## src/rtl/store_buffer_pkg.sv

```systemverilog
// store_buffer_pkg: shared types and constants for the posted-write store buffer
package store_buffer_pkg;
    localparam int SB_AW = 32;
    typedef enum logic [2:0] {SB = 3'b000, SH = 3'b001, SW = 3'b010} s_funct3_e;
    typedef struct packed {
        logic [SB_AW-1:2] addr;
        logic [31:0]      wdata;
        logic [3:0]       we;
    } sb_entry_t;
    localparam logic [1:0] FAULT_NONE     = 2'b00;
    localparam logic [1:0] FAULT_MISALIGN = 2'b01;
    localparam logic [1:0] FAULT_ILLEGAL  = 2'b10;
endpackage

```

## src/rtl/store_buffer_if.sv

```systemverilog
// store_buffer_if: store-request and memory-drain channels of the store buffer
interface store_buffer_if
    import store_buffer_pkg::*;
#(
    parameter int AW = SB_AW
);
    logic          st_valid;
    logic          st_ready;
    logic [2:0]    st_funct3;
    logic [AW-1:0] st_addr;
    logic [31:0]   st_data;
    logic          st_fault;
    logic [1:0]    fault_code;
    logic          mem_valid;
    logic          mem_ready;
    logic [AW-1:0] mem_addr;
    logic [31:0]   mem_wdata;
    logic [3:0]    mem_we;
    modport slave (
        input  st_valid, st_funct3, st_addr, st_data, mem_ready,
        output st_ready, st_fault, fault_code, mem_valid, mem_addr, mem_wdata, mem_we
    );
    modport master (
        output st_valid, st_funct3, st_addr, st_data, mem_ready,
        input  st_ready, st_fault, fault_code, mem_valid, mem_addr, mem_wdata, mem_we
    );
endinterface

```

## src/rtl/store_buffer_align.sv

```systemverilog
// store_align: byte-lane enables, lane replication and legality check for one store
module store_align
    import store_buffer_pkg::*;
(
    input  logic [2:0]  funct3,
    input  logic [1:0]  off,
    input  logic [31:0] data,
    output logic [3:0]  we,
    output logic [31:0] wdata,
    output logic        legal,
    output logic [1:0]  code
);
    logic is_sh, is_sw, known, misalign;
    always_comb begin
        is_sh    = funct3 == SH;
        is_sw    = funct3 == SW;
        known    = funct3 == SB || is_sh || is_sw;
        misalign = (is_sh && off[0]) || (is_sw && off != 2'b00);
        we       = is_sw ? 4'b1111 : is_sh ? 4'b0011 << off : 4'b0001 << off;
        wdata    = is_sw ? data : is_sh ? {2{data[15:0]}} : {4{data[7:0]}};
        code     = !known ? FAULT_ILLEGAL : misalign ? FAULT_MISALIGN : FAULT_NONE;
        legal    = code == FAULT_NONE;
    end
endmodule

```

## src/rtl/store_buffer.sv

```systemverilog
// store_buffer: posted-write FIFO between S-type decode and data memory
module store_buffer
    import store_buffer_pkg::*;
#(
    parameter int DEPTH = 4,
    parameter int AW    = SB_AW
) (
    input  logic          clk,
    input  logic          reset,
    store_buffer_if.slave bus,
    input  logic [AW-1:0] ld_addr,
    output logic          ld_hit,
    output logic          empty,
    output logic          full
);
    localparam int PW = $clog2(DEPTH);
    sb_entry_t       ring [DEPTH];
    sb_entry_t       head;
    logic [PW-1:0]   wp, rp;
    logic [PW:0]     count;
    logic [3:0]      a_we;
    logic [31:0]     a_wdata;
    logic            a_legal;
    logic [1:0]      a_code;
    logic            take, push, pop;
    logic            unused_ld;
    store_align u_align (
        .funct3 (bus.st_funct3),
        .off    (bus.st_addr[1:0]),
        .data   (bus.st_data),
        .we     (a_we),
        .wdata  (a_wdata),
        .legal  (a_legal),
        .code   (a_code)
    );
    assign full          = count == (PW+1)'(DEPTH);
    assign empty         = count == '0;
    assign bus.st_ready  = !full;
    assign take          = bus.st_valid && bus.st_ready;
    assign push          = take && a_legal;
    assign head          = ring[rp];
    assign bus.mem_valid = !empty;
    assign pop           = bus.mem_valid && bus.mem_ready;
    assign bus.mem_addr  = {head.addr, 2'b00};
    assign bus.mem_wdata = head.wdata;
    assign bus.mem_we    = bus.mem_valid ? head.we : 4'b0000;
    assign unused_ld     = ^ld_addr[1:0];
    always_ff @(posedge clk) begin
        if (reset) begin
            wp             <= '0;
            rp             <= '0;
            count          <= '0;
            bus.st_fault   <= 1'b0;
            bus.fault_code <= FAULT_NONE;
        end else begin
            wp             <= push ? wp + 1'b1 : wp;
            rp             <= pop ? rp + 1'b1 : rp;
            count          <= count + (PW+1)'(push) - (PW+1)'(pop);
            bus.st_fault   <= take && !a_legal;
            bus.fault_code <= (take && !a_legal) ? a_code : FAULT_NONE;
        end
    end
    // Payload storage needs no reset: validity is tracked by count alone.
    always_ff @(posedge clk) begin
        if (push)
            ring[wp] <= '{addr: bus.st_addr[AW-1:2], wdata: a_wdata, we: a_we};
    end
    // An entry is occupied when its distance from the head is below count.
    always_comb begin
        ld_hit = 1'b0;
        for (int i = 0; i < DEPTH; i++)
            ld_hit = ld_hit || (({1'b0, PW'(i) - rp} < count) && ring[i].addr == ld_addr[AW-1:2]);
    end
endmodule
```

## src/flat_wrapper.sv

```systemverilog
// flat-port wrapper written by rule: the top's interface ports become plain ports
module store_buffer_flat import store_buffer_pkg::*;
#(
    parameter int DEPTH = 4,
    parameter int AW    = SB_AW
)
  (clk, reset, ld_addr, ld_hit, empty, full, bus_st_valid, bus_st_funct3, bus_st_addr, bus_st_data, bus_mem_ready, bus_st_ready, bus_st_fault, bus_fault_code, bus_mem_valid, bus_mem_addr, bus_mem_wdata, bus_mem_we);
  store_buffer_if #(.AW(AW)) bus_i ();
  input  logic clk;
  input  logic reset;
  input  logic [AW-1:0] ld_addr;
  output logic ld_hit;
  output logic empty;
  output logic full;
  input wire logic [$bits(bus_i.st_valid)-1:0] bus_st_valid;
  input wire logic [$bits(bus_i.st_funct3)-1:0] bus_st_funct3;
  input wire logic [$bits(bus_i.st_addr)-1:0] bus_st_addr;
  input wire logic [$bits(bus_i.st_data)-1:0] bus_st_data;
  input wire logic [$bits(bus_i.mem_ready)-1:0] bus_mem_ready;
  output wire logic [$bits(bus_i.st_ready)-1:0] bus_st_ready;
  output wire logic [$bits(bus_i.st_fault)-1:0] bus_st_fault;
  output wire logic [$bits(bus_i.fault_code)-1:0] bus_fault_code;
  output wire logic [$bits(bus_i.mem_valid)-1:0] bus_mem_valid;
  output wire logic [$bits(bus_i.mem_addr)-1:0] bus_mem_addr;
  output wire logic [$bits(bus_i.mem_wdata)-1:0] bus_mem_wdata;
  output wire logic [$bits(bus_i.mem_we)-1:0] bus_mem_we;
  assign bus_i.st_valid = bus_st_valid;
  assign bus_i.st_funct3 = bus_st_funct3;
  assign bus_i.st_addr = bus_st_addr;
  assign bus_i.st_data = bus_st_data;
  assign bus_i.mem_ready = bus_mem_ready;
  assign bus_st_ready = bus_i.st_ready;
  assign bus_st_fault = bus_i.st_fault;
  assign bus_fault_code = bus_i.fault_code;
  assign bus_mem_valid = bus_i.mem_valid;
  assign bus_mem_addr = bus_i.mem_addr;
  assign bus_mem_wdata = bus_i.mem_wdata;
  assign bus_mem_we = bus_i.mem_we;
  store_buffer #(.DEPTH(DEPTH), .AW(AW)) u_core (.clk(clk), .reset(reset), .bus(bus_i), .ld_addr(ld_addr), .ld_hit(ld_hit), .empty(empty), .full(full));
endmodule
```

## config.mk

```make
export PLATFORM = sky130hd
export DESIGN_NAME = store_buffer_flat
export DESIGN_NICKNAME = d
export VERILOG_FILES = /design/src/rtl/store_buffer_pkg.sv /design/src/rtl/store_buffer_if.sv /design/src/rtl/store_buffer_align.sv /design/src/rtl/store_buffer.sv /design/src/flat_wrapper.sv
export SDC_FILE = /design/constraint.sdc
export NUM_CORES = 1
export LEC_CHECK = 0
export ABC_AREA = 1
export CORE_ASPECT_RATIO = 0.5
export CORE_MARGIN = 2
export CORE_UTILIZATION = 55
export CTS_CLUSTER_DIAMETER = 60
export DETAILED_ROUTE_END_ITERATION = 10
export PLACE_DENSITY_LB_ADDON = 0.12
export RECOVER_POWER = 100
export SYNTH_ARGS = -nofsm -noshare
export SYNTH_HDL_FRONTEND = slang
export SYNTH_SLANG_ARGS = --single-unit
export TNS_END_PERCENT = 20
```

## constraint.sdc

```tcl
create_clock -name clk -period 5.9 [get_ports clk]
set_clock_uncertainty 0.1 [all_clocks]
set_input_delay 1.18 -clock clk [delete_from_list [all_inputs] [get_ports clk]]
set_output_delay 1.18 -clock clk [all_outputs]
set_load 0.01 [all_outputs]
```

# Word-level counts from Yosys, hierarchy flattened
# Memories as Yosys holds them, arrays and structs flattened. A register that Yosys moved wholly into a read port is not among the register bits.
# Cells that the tools add are included.
totals:
  reg_bits: 10
  latchBits: 0
  ram_bits: 264
  rom_bits: 0
  input_bits: 103
  out_inout_bits: 76
  wordCells: 63
  mem_count: 1
mem_list:
  columns: ["name", "depth", "width", "read_ports", "rd_ports_with_merged_regs", "wr", "line", "source"]
  rows:
  - ["u_core.ring", 4, 66, 5, 1, 1, "store_buffer.sv:17", "sb_entry_t ring [DEPTH];"]
classes:
  add_sub_neg: 8
  multipliers: 0
  div: 0
  order_cmp: 4
  n_eq_ne: 7
  shift: 2
  mux: 11
  bitwise: 1
  n_reduce_logical: 24
op_table:
  columns: ["operator", "n"]
  rows:
  - ["$eq A30 B30 Y1", 4]
  - ["$mux W32", 2]
  - ["$lt A2 B3 Y1", 4]
  - ["$mux W4", 3]
  - ["$logic_and A1 B1 Y1", 10]
  - ["$logic_not A3 Y1", 2]
  - ["$logic_or A1 B1 Y1", 6]
  - ["$mux W2", 3]
  - ["$add A2 B1 Y2 const B", 2]
  - ["$shl A1 B2 Y4 const A", 1]
  - ["$shl A2 B2 Y4 const A", 1]
  - ["$sub A1 B2 Y2 const A", 2]
  - ["$sub A2 B2 Y2 const A", 2]
  - ["$add A3 B1 Y3", 1]
  - ["$eq A3 B1 Y1 const B", 1]
  - ["$eq A3 B2 Y1 const B", 1]
  - ["$eq A3 B3 Y1 const B", 1]
  - ["$logic_not A1 Y1", 3]
  - ["$mux W1", 3]
  - ["$sub A3 B1 Y3", 1]
  - ["$logic_not A2 Y1", 1]
  - ["$reduce_bool A2 Y1", 1]
  - ["$reduce_or A2 Y1", 1]
  - ["$not A1 Y1", 1]

# Logic depth before layout (Yosys ltp)
# Gate-level depths: netlist of the first run.
depth:
  ltp_word: 10
  depth_mapped: 11
  mapped_depth_nobuf: 11

# Modules after synthesis
# From an unflattened synthesis of the first run, not the netlist that was laid out.
hier_totals:
  hier_cells: 1309
  hier_area_um2: 13035.0
modules_own_cells:
  columns: ["mod", "n_inst", "cells_per_inst", "area_per_inst_um2", "seq_area_each_um2"]
  rows:
  - ["store_buffer", 1, 1184, 12408.2, 8167.8]
  - ["store_align", 1, 125, 626.9, 0.0]

# Worst setup path after synthesis of the first run
# No wires, ideal clock.
synth_timing:
  path_kind: "input port to flip-flop"
  start: "input port bus_st_funct3[1]"
  end: "memory u_core.ring[0][0] (netlist name) (enable)"
  setup_ns: 0.490
  arrival_ns: 4.521
  t_required_ns: 5.310
  setup_slack_ns: 0.789
  stages: 6
  n_path_buf: 1
  path_cell_list: "buf_2 > o211ai_2 > nand3_2 > nor2_2 > inv_4 > nor2_1"
synth_via:
  elab_chain_cells: 9
  word_cells_on_any_way: 14
  cone_classes: "eq/ne: 2; mux: 4; reduce/logical: 8"
synth_lines:
  columns: ["element", "line", "source"]
  rows:
  - ["start: declaration", "flat_wrapper.sv:16", "input wire logic [$bits(bus_i.st_funct3)-1:0] bus_st_funct3;"]
  - ["$eq A3 B1 Y1 or $eq A3 B2 Y1 (tied branches)", "store_buffer_align.sv:15, store_buffer_align.sv:16", null]
  - ["$logic_and A1 B1 Y1", "store_buffer_align.sv:18", "misalign = (is_sh && off[0]) || (is_sw && off != 2'b00);"]
  - ["$logic_or A1 B1 Y1", "store_buffer_align.sv:18", null]
  - ["$mux W1", "store_buffer_align.sv:21", "code = !known ? FAULT_ILLEGAL : misalign ? FAULT_MISALIGN : FAULT_NONE;"]
  - ["$mux W2 (*)", "store_buffer_align.sv:21", null]
  - ["$logic_not A2 Y1 (*)", "store_buffer_align.sv:22", "legal = code == FAULT_NONE;"]
  - ["$logic_and A1 B1 Y1 (*)", "store_buffer.sv:40", "assign push = take && a_legal;"]
  - ["via u_core.push", "store_buffer.sv:25", "logic take, push, pop;"]
  - ["$mux W1 (*)", "store_buffer.sv:65", "if (push)"]
  - ["$mux W1 (implied by the code) (*)", "store_buffer.sv:66", "ring[wp] <= '{addr: bus.st_addr[AW-1:2], wdata: a_wdata, we: a_we};"]
  - ["end: declaration", "store_buffer.sv:17", null]
# The timed path passes the listed nets; every way through them passes the cells marked *.

==> run metrics, run 1 <==
Syn Inst Count 1,255; NumNets Final 1,533; Post-Synthesis Cell Area 0.0128 mm²; # diodes 0; HP Class flip-flop to flip-flop; clk root buf clkbuf_16; Slew Limit Fails 19; crit-path leading delay family buffers and inverters; Die Height 112 µm; first-pass GRT wire length 49,700 µm; number of CTS-inserted buffers 25; layout cell share with drive strength beyond 1 4.39%; Worst Path Required 4.62 ns; Tot GR Track Use 26.4%; area share of the largest cell type after synthesis 62.0%; Routed WL 32,400 µm; post-route ant nets 0; sequential fraction of the synthesis area 63.9%; Final Cycle Share 87.0%; DRC Markers 0; worst slack, placed 1.36 ns; Hold Fails Final Rpt 0; WL met2 15,300 µm; GP Congestion 0.886; vias in the first global route 9,300; Ports 179; count of TritonRoute iterations in the first routing pass 6; Final Power 5.59 mW; post-CTS setup buffer count 0; status finished, violations left; area of the core 0.0228 mm²; Critical-path top delay cell dfxtp_1; Bufs and invs on worst path 3; worst slew pin tran 2.15 ns; RSZ-0062 raised after global routing false; FMAX 195 MHz; Rows 39; H-tree lvl count 1; Final Worst Setup Slack 0.768 ns; post_cts resized 0; setup_tns 0 ns; PortBufs 174; Worst-path clk slew 0.07 ns; Placed Cells incl. Taps 1,699; GRT overflow 0; synthesized flop and latch total 276; CP Launch Type flip-flop; Arr. time, crit path 3.85 ns; routed wl met3 2860 µm; final core occ 68.2%; starting density of the core 56.0%; Post-synth EDFFs 264; Post-Layout Cell Count 1,742; Top Layer Used met5; Mean Syn Cell Area 10.2 µm²; CP Class flip-flop to output port; Hold Path Origin u_core.wp[1]$_SDFFE_PP0P_; hpwl dp 21,400 µm; hold buffers post-CTS 0; largest net degree at the start of global routing 88; initial antenna violation count 1; max_slew headroom -43.7%; crit-path most repeated cell a21oi_1; Clock Latency Late Sink 0.52 ns; CTS max path bufs 3; clk sinks 276; CTS tree built; die area 0.0246 mm²; vias per inst 5.53; post-synthesis cell type count 34; Async SR Flop Fraction 0%; Main synth FF type edfxtp_1; wl on met1 13,500 µm; worst r2r src u_core.count[1]$_SDFF_PP0_; failing checks capacitance limit, slew limit; Worst path max stage delay 1.15 ns; via count 9,636; P&R area growth vs syn 21.7%; Finish-stage setup viols 0; top cells by area, synth edfxtp_1 (62%), nand2_1 (7.5%), o21ai_0 (5.9%); MaxCap Viol Count 1; Power Dens Cells 359 mW/mm²; worst vdd ir 0.254 mV; endpoint type of the worst setup path output port; post-layout min period 5.13 ns; chip width 220 µm; Synthesis Warnings 0; Yosys top cell by area edfxtp_1; CP Cell Sequence inv_4 -> buf_4 -> o21ai_0 -> a21oi_1 -> a21oi_1 -> dlygate4sd3_1; drt wl/cell 18.6 µm; initial DRC count 873; crit-path max FO 75; leak pwr 5.94 nW
path summary, 6_finish.rpt:
kind	endpoint	slack (ns)	cells after the start
worst max-delay path	bus_mem_addr[18]	0.77	6
worst max register to register	u_core.ring[3][57]$_DFFE_PP_	2.76	9
worst min register to register	u_core.wp[1]$_SDFFE_PP0P_	0.45	2
worst min-delay path	u_core.wp[1]$_SDFFE_PP0P_	0.45	2
worst min-delay path: stages, from the launching register on:
cell and delay [ns]:
dfxtp_1 0.33, inv_1 0.10, a21oi_1 0.07
metrics by stage:
step / cell area, µm² / hold WS, ns
after floorplan: 12800 / 0.390
after global placement: 14900 / 0.413
after detailed placement: 14900 / 0.453
after CTS: 15600 / 0.462
after global routing: 15600 / 0.485
final: 15600 / 0.451
per-layer routing:
layer,GRT usage [%],vias to the layer above
met3,4.84,59
met5,0,-
met4,6.31,2
li1,-,4594
met2,43.4,423
met1,36.9,4558
state kept, by name, summed over array words and instances (netlist names), named ones only:
name / count
u_core.ring: 264
u_core.count: 3
u_core.bus.fault_code: 2
u_core.rp: 2
u_core.wp: 2
u_core.bus.st_fault: 1
cell type report:
cell class              count  area [µm²]
clock buffers              28         637
clock inverters            15         128
fillers                  1709        7270
inverters                 116         440
multi-input cells         812        3950
flip-flops and latches    276        8170
well taps                 307         384
repair buffers            188        1870
layout by cell type, fill, tap and decap left out, drive strengths merged, types with 4 or more instances in the layout:
cell / netlist / final
edfxtp: 264 / 264
nand2: 259 / 259
nor2: 181 / 181
o21ai: 153 / 153
inv: 116 / 115
dlygate4sd3: 0 / 110
a21oi: 66 / 66
clkdlybuf4s50: 0 / 64
o22ai: 44 / 44
clkbuf: 33 / 30
xnor2: 29 / 29
nand3: 20 / 20
xor2: 17 / 17
dfxtp: 12 / 12
buf: 19 / 12
clkinv: 0 / 11
ha: 10 / 10
o211ai: 9 / 9
mux2: 8 / 8
or2: 6 / 6
nor3: 4 / 4
power by group:
group / switching (mW) / total [mW] / internal, mW
registers: 0.0677 / 2.31 / 2.24
clock network: 0.680 / 1.54 / 0.861
logic: 1.02 / 1.74 / 0.718
cells by family after synthesis:
group / synth area share, %
AO/OA/AOI/OAI: 11.3
XOR/XNOR: 3.15
adder cells (fa/ha/maj): 1.13
buffers and inverters: 5.23
flip-flops: 63.9
multiplexers: 0.704
other: 0.0293
AND/OR/NAND/NOR: 14.5
synth_stat cells (2+ instances only):
library cell,number
buf_2,14
edfxtp_1,264
o21ai_0,150
dfxtp_1,12
o21ai_1,3
o211ai_1,8
nand3_1,19
nor2_2,2
clkbuf_1,33
a21oi_1,66
nor3_1,3
ha_1,10
buf_4,3
xor2_1,17
inv_1,115
mux2_2,8
or2_2,6
nand2_1,257
xnor2_1,29
nor2_1,179
o22ai_1,44
No activity file was read; power rests on OpenSTA's default activity.
==> inputs of run 2 (changes only) <==
CELL_PAD_IN_SITES_DETAIL_PLACEMENT = 1   (was unset)
CELL_PAD_IN_SITES_GLOBAL_PLACEMENT = 1   (was unset)
CORE_UTILIZATION = 43   (was 55)
==> run metrics, run 2 (synthesized netlist as in run 1, its figures left out) <==
Die Height 126 µm (was 112 µm); Arr. time, crit path 3.79 ns (was 3.85 ns); worst hold stages 2 (unchanged); flip-flop count of the largest register after layout 264 (unchanged); Finish-stage setup viols 0 (unchanged); CP Class flip-flop to output port (unchanged); vias in the first global route 10,300 (was 9,300); die area 0.0312 mm² (was 0.0246 mm²); Clock Latency Late Sink 0.56 ns (was 0.52 ns); P&R area growth vs syn 22.8% (was 21.7%); Worst Reg-to-Reg Cells 9 (unchanged); starting density of the core 43.9% (was 56.0%); gr busiest metal met2 (unchanged); Power Dens Cells 366 mW/mm² (was 359 mW/mm²); RSZ-0062 raised after global routing false (unchanged); FMAX 197 MHz (was 195 MHz); Top Registers u_core.ring: 264 flops, u_core.count: 3 flops (unchanged); met1 usage 30.5% (was 36.9%); grt met3 use 4.05% (was 4.84%); Routed WL 37,200 µm (was 32,400 µm); setup_tns 0 ns (unchanged); drt wl/cell 20.3 µm (was 18.6 µm); Hold Path Origin u_core.rp[0]$_SDFFE_PP0P_ (was u_core.wp[1]$_SDFFE_PP0P_); GP Congestion 0.826 (was 0.886); count of TritonRoute iterations in the first routing pass 5 (was 6); largest register by flop count u_core.ring (unchanged); Tot GR Track Use 24.0% (was 26.4%); most frequent cells in the layout edfxtp_1 (264), nand2_1 (258), nor2_1 (178) (unchanged); clk sinks 276 (unchanged); commonest non-fill, non-tap cell in the layout edfxtp_1 (unchanged); endpoint type of the worst setup path output port (unchanged); via count 9,649 (was 9,636); net switching power 1.88 mW (was 1.77 mW); initial antenna violation count 0 (was 1); HP Class flip-flop to flip-flop (unchanged); switching share of power 32.8% (was 31.7%); R2R setup slack 2.65 ns (was 2.76 ns); DRC Markers 0 (unchanged); Final Cycle Share 86.0% (was 87.0%); Worst Path Required 4.62 ns (about the same); Hold Fails Final Rpt 0 (unchanged); design area 0.0157 mm² (was 0.0156 mm²); clock network power share 28.3% (was 27.6%); worst slew pin tran 2.58 ns (was 2.15 ns); crit-path max FO 117 (was 75); H-tree lvl count 1 (unchanged); Reg2Reg Capture Point u_core.ring[2][12]$_DFFE_PP_ (was u_core.ring[3][57]$_DFFE_PP_); Rows 44 (was 39); cell area after placement 0.0150 mm² (was 0.0149 mm²); CTS tree built (unchanged); chip width 248 µm (was 220 µm); PortBufs 174 (unchanged); first-pass GRT wire length 57,200 µm (was 49,700 µm); Filler cells 3,168 (was 1,709); hpwl dp 25,100 µm (was 21,400 µm); largest net degree at the start of global routing 118 (was 88); post-route ant nets 0 (unchanged); MaxCap Viol Count 1 (unchanged); layout cell share with drive strength beyond 1 4.10% (was 4.39%); Logic pwr share 31.5% (was 31.1%); worst r2r src u_core.count[1]$_SDFF_PP0_ (unchanged); Worst-path clk slew 0.06 ns (was 0.07 ns); NumNets Final 1,535 (was 1,533); CP Launch Type flip-flop (unchanged); failing checks capacitance limit, slew limit (unchanged); area of the core 0.0291 mm² (was 0.0228 mm²); met2 GRT Util 43.5% (was 43.4%); initial DRC count 602 (was 873); post-CTS setup buffer count 0 (unchanged); CTS max path bufs 3 (unchanged); GRT overflow 0 (unchanged); worst vdd ir 0.221 mV (was 0.254 mV); # diodes 0 (unchanged); max_slew headroom -72.5% (was -43.7%); clk root buf clkbuf_16 (unchanged); number of CTS-inserted buffers 27 (was 25); Ports 179 (unchanged); Slew Limit Fails 19 (unchanged); internal power 3.86 mW (was 3.82 mW); Worst Hold End u_core.rp[0]$_SDFFE_PP0P_ (was u_core.wp[1]$_SDFFE_PP0P_); leak pwr 5.96 nW (was 5.94 nW); vias per inst 5.27 (was 5.53); post-layout min period 5.07 ns (was 5.13 ns); hold buffers post-CTS 0 (unchanged); post_cts resized 0 (unchanged); status finished, violations left (unchanged); Flop pwr share 40.3% (was 41.3%)
==> run 2: area by class of cell <==
type                    instances  area, µm²  share of cell area, %
clock buffers                  37        713                   4.54
repair buffers                188       1880                   11.9
well taps                     391        489                   3.11
clock inverters                10       90.1                  0.573
flip-flops and latches        276       8170                   52.0
inverters                     116        440                   2.80
multi-input cells             812       3930                   25.0
==> run 2: how the worst max path moves through the flow <==
stage,from,end,depth (start not counted)
global placement,ld_addr[14],ld_hit,12
finish,flip-flop,bus_mem_addr[9],6
floorplan,bus_st_funct3[1],u_core.ring[0][0]$_DFFE_PP_,6
global route,flip-flop,bus_mem_addr[9],6
detailed placement,ld_addr[14],ld_hit,12
CTS,ld_addr[14],ld_hit,12
==> run 2: stage by stage <==
stage          cells  power, mW  hold slack (ns)  utilization (%)  setup slack (ns)
3_3_place_gp    1783       4.22            0.419             51.4              1.28
6_report        1830       5.75            0.475             53.9             0.828
3_5_place_dp    1783       4.28            0.457             51.4              1.23
2_1_floorplan   1256       3.28            0.390                -             0.789
4_1_cts         1830       5.92            0.475             54.2              1.22
5_1_grt         1830       6.02            0.522             53.9             0.561
==> run 2: layer usage <==
layer  wire length, µm  part of all wire, %
met4               477                  1.3
met3              1770                  4.8
met1             16000                   43
met2             19000                   51
met5                 0                    0
==> run 2: worst max-delay path: stages (launching register included) <==
cell and delay (ns):
dfxtp_4 0.47, inv_4 0.89, clkbuf_1 0.78, o21ai_0 0.20, a21oi_1 0.18, a21oi_1 0.08, dlygate4sd3_1 0.61
==> run 2: power by group through the flow <==
| stage | logic [mW] | clock network, mW | registers [mW] |
|---|---|---|---|
| floorplan | 0.960 | 0 | 2.32 |
| global placement | 1.87 | 0 | 2.35 |
| detailed placement | 1.92 | 0 | 2.36 |
| CTS | 1.95 | 1.65 | 2.31 |
| global route | 1.97 | 1.72 | 2.32 |
| finish | 1.81 | 1.62 | 2.31 |
